===== src/rtl/alu_serial_sequencer.sv =====
// rtl/alu_serial_sequencer.sv - bit-serial operand sequencer driving a single 1-bit ALU slice
module alu_serial_sequencer #(
  parameter int WIDTH = 16
) (
  input  logic             CLK,
  input  logic             RST_N,
  input  logic             START,
  input  logic [WIDTH-1:0] A,
  input  logic [WIDTH-1:0] B,
  input  logic [2:0]       ALUCtrl,
  output logic             BUSY,
  output logic             DONE,
  output logic [WIDTH-1:0] REZ,
  output logic             COUT,
  output logic             OVERFLOW,
  output logic             ZERO,
  output logic             ERR,
  output logic             ALU_A,
  output logic             ALU_B,
  output logic             ALU_CIN,
  output logic             ALU_BINV,
  output logic             ALU_LESS,
  output logic [2:0]       ALU_CTRL,
  input  logic             ALU_REZ,
  input  logic             ALU_COUT
);

  localparam int CW = $clog2(WIDTH);
  localparam logic [CW-1:0] LAST = CW'(WIDTH - 1);

  typedef enum logic [1:0] {S_IDLE, S_RUN, S_DONE} state_t;

  state_t           state, state_next;
  logic [WIDTH-1:0] a_q, b_q, rez_q, rez_upd;
  logic [2:0]       op_q;
  logic [CW-1:0]    cnt;
  logic             carry, cout_q, ovf_q, zero_q, err_q;
  logic             accept, supported, is_arith, is_slt, is_sub, last;

  assign supported = (ALUCtrl[2:1] != 2'b10);
  assign accept    = START && ((state == S_IDLE) || (state == S_DONE));
  assign is_arith  = (op_q == 3'b001) || (op_q == 3'b110);
  assign is_slt    = (op_q == 3'b111);
  assign is_sub    = (op_q == 3'b110) || is_slt;
  assign last      = (cnt == LAST);

  always_comb begin
    rez_upd      = rez_q;
    rez_upd[cnt] = ALU_REZ;
  end

  always_comb begin
    state_next = state;
    ALU_A      = 1'b0;
    ALU_B      = 1'b0;
    ALU_CIN    = 1'b0;
    ALU_BINV   = 1'b0;
    ALU_LESS   = 1'b0;
    ALU_CTRL   = 3'b000;
    case (state)
      S_IDLE, S_DONE: begin
        if (accept) begin
          state_next = supported ? S_RUN : S_DONE;
        end else if (state == S_DONE) begin
          state_next = S_IDLE;
        end
      end
      S_RUN: begin
        ALU_A    = a_q[cnt];
        ALU_B    = b_q[cnt];
        ALU_BINV = is_sub;
        // SLT runs the slice as a subtract; the sign bit is picked up at the end
        ALU_CTRL = is_slt ? 3'b110 : op_q;
        ALU_CIN  = (cnt == '0) ? is_sub : carry;
        if (last) begin
          state_next = S_DONE;
        end
      end
      default: state_next = S_IDLE;
    endcase
  end

  always_ff @(posedge CLK) begin
    if (!RST_N) begin
      state  <= S_IDLE;
      a_q    <= '0;
      b_q    <= '0;
      op_q   <= 3'b000;
      cnt    <= '0;
      carry  <= 1'b0;
      rez_q  <= '0;
      cout_q <= 1'b0;
      ovf_q  <= 1'b0;
      zero_q <= 1'b0;
      err_q  <= 1'b0;
    end else begin
      state <= state_next;
      case (state)
        S_IDLE, S_DONE: begin
          if (accept) begin
            rez_q  <= '0;
            cout_q <= 1'b0;
            ovf_q  <= 1'b0;
            zero_q <= 1'b0;
            err_q  <= !supported;
            if (supported) begin
              a_q   <= A;
              b_q   <= B;
              op_q  <= ALUCtrl;
              cnt   <= '0;
              carry <= 1'b0;
            end
          end
        end
        S_RUN: begin
          rez_q <= rez_upd;
          carry <= ALU_COUT;
          cnt   <= cnt + CW'(1);
          if (last) begin
            cout_q <= is_arith & ALU_COUT;
            ovf_q  <= is_arith & (ALU_CIN ^ ALU_COUT);
            if (is_slt) begin
              rez_q  <= {{(WIDTH-1){1'b0}}, ALU_REZ};
              zero_q <= !ALU_REZ;
            end else begin
              zero_q <= (rez_upd == '0);
            end
          end
        end
        default: ;
      endcase
    end
  end

  assign BUSY     = (state == S_RUN);
  assign DONE     = (state == S_DONE);
  assign REZ      = rez_q;
  assign COUT     = cout_q;
  assign OVERFLOW = ovf_q;
  assign ZERO     = zero_q;
  assign ERR      = err_q;

endmodule


===== config.mk =====
export PLATFORM = sky130hd
export DESIGN_NAME = alu_serial_sequencer
export DESIGN_NICKNAME = d
export VERILOG_FILES = /design/src/rtl/alu_serial_sequencer.sv
export SDC_FILE = /design/constraint.sdc
export NUM_CORES = 1
export LEC_CHECK = 0
export ABC_CLOCK_PERIOD_IN_PS = 2300
export BUFFER_PORTS_ARGS = -buffer_cell sky130_fd_sc_hd__buf_2
export CAP_MARGIN = 10
export CELL_PAD_IN_SITES_DETAIL_PLACEMENT = 0
export CELL_PAD_IN_SITES_GLOBAL_PLACEMENT = 1
export CORE_MARGIN = 4
export CORE_UTILIZATION = 39
export DETAILED_ROUTE_END_ITERATION = 8
export PLACE_DENSITY = 0.81
export SETUP_SLACK_MARGIN = 0.2
export SLEW_MARGIN = 20
export SYNTH_ARGS = -nofsm -noshare
export SYNTH_HDL_FRONTEND = slang
export SYNTH_SLANG_ARGS = --single-unit

===== constraint.sdc =====
create_clock -name CLK -period 2.3 [get_ports CLK]
set_input_delay 0.115 -clock CLK [delete_from_list [all_inputs] [get_ports CLK]]
set_output_delay 0.115 -clock CLK [all_outputs]
set_load 0.05 [all_outputs]

* Word level (Yosys, flattened, before mapping)
Index checks and enable logic that the tools add are counted.
Widths: inputs -> output; s select.
** Word-level totals
- Logic and storage cells :: 83
- Bits in registers :: 62
- Output and inout bits :: 30
- Bits of input ports :: 40
** Cells by class
- Multiplexer cells :: 37
- Reduce and logical (&&, ||, !) cells :: 18
- Add/subtract/negate cells :: 1
- Order comparisons :: 2
- Bitwise gates (word level) :: 3
- Equal/unequal tests :: 11
** Operators with widths (count)
- $mux 16 :: 3
- $pmux 16 s2 :: 1
- $bwmux 16 :: 1
- $logic_not 16->1 :: 1
- $mux 1 :: 15
- $reduce_and 3->1 :: 3
- $bmux 1 s4 :: 2
- $mux 2 :: 4
- $mux 4 :: 2
- $pmux 1 s2 :: 4
- $pmux 4 s2 :: 1
- $eq 3x3->1 const B :: 2
- $mux 3 :: 2
- $ne 2x2->1 const B :: 3
- $reduce_and 2->1 :: 3
- $lt 4x5->1 const B :: 1
- $add 4x1->4 const B :: 1
- $demux 1 s4 :: 1
- $eq 4x4->1 const B :: 1
- $ge 4x1->1 const B :: 1
- $logic_not 4->1 :: 1
- $pmux 2 s2 :: 1
- $eq 3x1->1 const B :: 1
- $logic_or 1x1->1 :: 3
- 11 further kinds :: 14

* Logic depth before layout (Yosys ltp)
- Depth after elaboration :: 9
- Depth in mapped cells :: 9
- Depth with buffers taken out :: 7

* Worst setup path after synthesis
Ideal clock, no wire load.
- Kind :: register to register
- Start point :: register cnt[1]
- End point :: register ovf_q, in the netlist OVERFLOW
- Arrival time :: 2.356 ns
- Period minus slack after synthesis :: 2.479 ns
- Setup slack :: -0.179 ns
- Library setup time :: 0.123 ns
- Stages on the path, launching flop included :: 10
- Required time :: 2.177 ns
- Cell sequence :: dfxtp_1 > clkbuf_1 > inv_1 > ha_1 > buf_2 > nor3b_1 > mux2i_1 > nor2_1 > xnor2_1 > o21ai_0
** Between the ends
- Word-level cells in the longest chain between the ends :: 7
- Elaborated cells between the ends (all ways) :: 10
- Those cells by class :: 2 x eq/ne; 4 x mux; 2 x bitwise; 2 x reduce/logical
** Ends and longest elaborated chain
- start: declaration :: RTL line 36 : logic [CW-1:0] cnt;
- start signal: assignment :: RTL line 118 : cnt <= cnt + CW'(1);
- $logic_not 4->1 :: RTL line 74 : ALU_CIN = (cnt == '0) ? is_sub : carry;
- $mux 1 :: RTL line 74
- $mux 1 :: RTL line 60 : case (state)
- via ALU_CIN :: RTL line 20 : output logic ALU_CIN,
- $xor 1x1->1 :: RTL line 121 : ovf_q <= is_arith & (ALU_CIN ^ ALU_COUT);
- $and 1x1->1 :: RTL line 121
- $mux 1 :: RTL line 119 : if (last) begin
- $pmux 1 s2 :: RTL line 98 : case (state)
- end signal: assignment :: RTL line 121
- end: declaration :: RTL line 37 : logic carry, cout_q, ovf_q, zero_q, err_q;
The timed path passes the listed nets, and every way through them passes these cells. The select of a mux whose other input is x is not followed.
A chain may end at the register's enable or synchronous reset.

* Worst setup path after layout
- Start point :: register cnt[0]
- End point :: output port ALU_B
** Between the ends
- Word-level cells in the longest chain between the ends :: 3
** Ends and longest elaborated chain
- $bmux 1 s4 :: RTL line 70 : ALU_B = b_q[cnt];
- $mux 1 (not written as such) :: RTL line 70
- $mux 1 :: RTL line 60
- end: declaration :: RTL line 19 : output logic ALU_B,
Every way passes these cells. The select of a mux whose other input is x is not followed.

==> impl_metrics.toml <==
[yosys]
synth.most_common_cell = "nand2_1"
synth_xor_xnor_area_share_pct = 0.284
yosys-top-cells-area = "dfxtp_1 40%, a21oi_1 11%, nand2_1 10%"
synth_top_family_by_area = "simple AND/OR/NAND/NOR gates"
yosysTopAreaCell = "dfxtp_1"
synth_edf_count = 0
syn-mean-instance-area_um2 = 8.00
ys_seq_area_share_pct = 40.2
synth_mux_area_share_pct = 11.5
synthAdderAreaFrac_pct = 2.03
synth_flop_cell = "dfxtp_1"
synth-async-reset-ratio_pct = 0
syn_nets = 431
yosysWarnings = 0
ys_seq_elements = 62
synthCells = 386
yosysUniqueCellTypes = 40
synth.top_cell.area_share_pct = 40.2
synth_commonest_cells = "82 x nand2_1, 67 x a21oi_1, 62 x dfxtp_1"
synth_area_um2 = 3090
synth_compound_area_share_pct = 18.3
synthSimpleGateAreaFrac_pct = 22.5

[cells_and_area]
nets = 509
utilization_pct = 50.4
drive_above_1_share_pct = 26.9
diodes = 0
area_growth_pct = 26.3
final_area_um2 = 3900

[power]
vdd_ir_drop_max_mv = 0.440
p_leak_nw = 1.59
powerDensity_nw_per_um2 = 603

[timing]
timing.fmax_mhz = 450
layout_min_cycle_time_ns = 2.22
slew_violations = 0
tightest_slew_ns = 0.939
skew_ns = 0.00712
relSlewSlack_pct = 37.1
setup_viol = 0
fin_crit_sh_pct = 96.5
finalHoldViolCount = 0
rsz0062_at_grt = "true"
finalSetupTns_ns = 0

[drt]
drc = 0
drt-wirelength-per-cell_um = 13.9
drt_iter0_drc = 140
via_per_inst = 5.18
routed_wl_mm = 7.92
drtPass1Iterations = 5
postRouteAntennaNets = 0
via_count = 2955

[cts]
cts_tree = "built"
cts.sinks = 62
clk_path_buf_depth = 2
h-tree-depth = 3
numCtsBuffers = 9
cts_root_buffer = "clkbuf_8"
worstSkewPairLatency_ns = 0.34
clk_pin_slew_worst_paths_ns = 0.07

[critical_path]
crit_type = "flip-flop to output port"
cp_cell_sequence = "buf_6 > mux4_2 > mux4_2 > and2_4 > buf_6"
cpPeakStageDelay_ns = 0.50
crit_path_start_kind = "flip-flop"
cp.arrival_ns = 2.11
crit_required_ns = 2.18
reg2reg_slack_ns = 0.35
endpoint_kind = "output port"
crit_path_max_fanout = 4
cpMaxStageDelayCell = "mux4_2"

[floorplanning]
ios = 70
start_util_pct = 39.9
die_h_um = 97.0
core_area_um2 = 7730
die_area_um2 = 9400
die_w_um = 97.0
num_rows = 32

[global_route]
grt_pass1_wl_mm = 12.9
track_usage_pct = 16.7
met1_usage_pct = 21.8
gr-total-overflow = 0
grt_pass1_vias = 2685
use_met2_pct = 26.9
grt_antenna_before_repair = 0
grt_util_met3_pct = 3.82
busiest_layer = "met2"
grt_max_degree = 35

[hold_path]
hold_path.class = "input pin to flip-flop"

[status]
status = "complete, no violations"

[place]
post_dp_cell_area_um2 = 3550
numPortBuffers = 68
gp_congestion = 0.800
dp_hpwl_mm = 5.60

[run]
drv_cap = 0
worst paths after layout:
path / startpoint / to / depth (start not counted)
worst min-delay path: B[7] / b_q[7] / 3
worst min register to register: a_q[5] / a_q[5] / 2
worst max register to register: cnt[0] / ZERO / 11
worst max-delay path: cnt[0] / ALU_B / 5
kinds of logic (layout without fill, tap and decap cells):
kind of cell / after synthesis / in the layout
simple gates: 159 / 159
buf+inv: 36 / 119
xor+xnor: 1 / 1
mux: 20 / 20
compound gates: 102 / 102
flops: 62 / 62
fa+ha+maj: 5 / 5
other cells: 1 / 1
report_power, final:
| part | leakage [nW] | internal, mW | total (mW) | switching (mW) |
|---|---|---|---|---|
| logic | 1.00 | 0.154 | 0.360 | 0.206 |
| clock network | 0.0816 | 0.391 | 0.843 | 0.452 |
| registers | 0.506 | 1.12 | 1.15 | 0.0307 |
| total | 1.59 | 1.66 | 2.35 | 0.689 |
through the flow:
step | setup slack (ns) | power [mW] | std cells | hold slack (ns)
2_1_floorplan | 0.223 | 1.39 | 386 | 0.251
3_3_place_gp | 0.270 | 1.49 | 542 | 0.358
3_5_place_dp | 0.208 | 1.50 | 542 | 0.361
4_1_cts | 0.0653 | 2.37 | 570 | 0.00231
5_1_grt | 0.0153 | 2.46 | 571 | 0.00351
6_report | 0.0794 | 2.35 | 571 | 0.0127
placed cells by master (no fill, tap or decap), types with 3 or more instances in the layout:
| master | Yosys | final |
|---|---|---|
| and2_1 | 7 | 5 |
| o21ai_0 | 16 | 14 |
| and3_1 | 3 | 3 |
| dlygate4sd3_1 | 0 | 10 |
| buf_4 | 1 | 15 |
| buf_2 | 7 | 65 |
| clkbuf_8 | 0 | 9 |
| buf_6 | 1 | 4 |
| nand2b_1 | 3 | 3 |
| mux4_2 | 2 | 10 |
| ha_1 | 5 | 3 |
| nand2_1 | 82 | 82 |
| nor2_1 | 36 | 35 |
| nand3_1 | 11 | 11 |
| a21oi_1 | 67 | 67 |
| a211oi_1 | 3 | 3 |
| mux2i_1 | 10 | 9 |
| clkinvlp_4 | 0 | 3 |
| inv_1 | 6 | 5 |
| dfxtp_1 | 62 | 60 |
| nor2b_1 | 8 | 7 |
sequential cells by signal, summed over array words and instances, names as in the netlist:
register / count
COUT: 1
op_q: 3
OVERFLOW: 1
b_q: 16
cnt: 4
ERR: 1
state: 2
a_q: 16
carry: 1
REZ: 16
ZERO: 1
area by class of cell:
type                    instances  area [um^2]
clock buffers                   9          124
clock inverters                 7         50.0
fillers                       775         3830
inverters                       7         26.3
multi-input cells             288         1710
flip-flops and latches         62         1240
well taps                     102          128
repair buffers                 96          613
timing repair:
action | CTS | global route
endpoints found under the hold margin | 9 | 1
pin swaps | 1 | 2
setup endpoints to repair | 3 | 5
hold buffers | 9 | 1
resized for setup | 25 | 10
setup buffers | 3 | 0
gates cloned | 0 | 0
worst max-delay path, delay by kind of cell (launching register included):
| family | cells | cell delay, ns |
|---|---|---|
| flip-flops | 1 | 0.35 |
| buffers and inverters | 2 | 0.27 |
| multiplexers | 2 | 0.97 |
| AND/OR/NAND/NOR | 1 | 0.17 |
layer usage:
| metal | wire length, um | share of wire, % | vias to the layer above |
|---|---|---|---|
| met5 | 0 | 0 | - |
| met2 | 3830 | 48 | 64 |
| met1 | 3590 | 45 | 1391 |
| li1 | - | - | 1489 |
| met3 | 382 | 4.8 | 11 |
| met4 | 118 | 1.5 | 0 |
(Power assumes the default switching activity.)
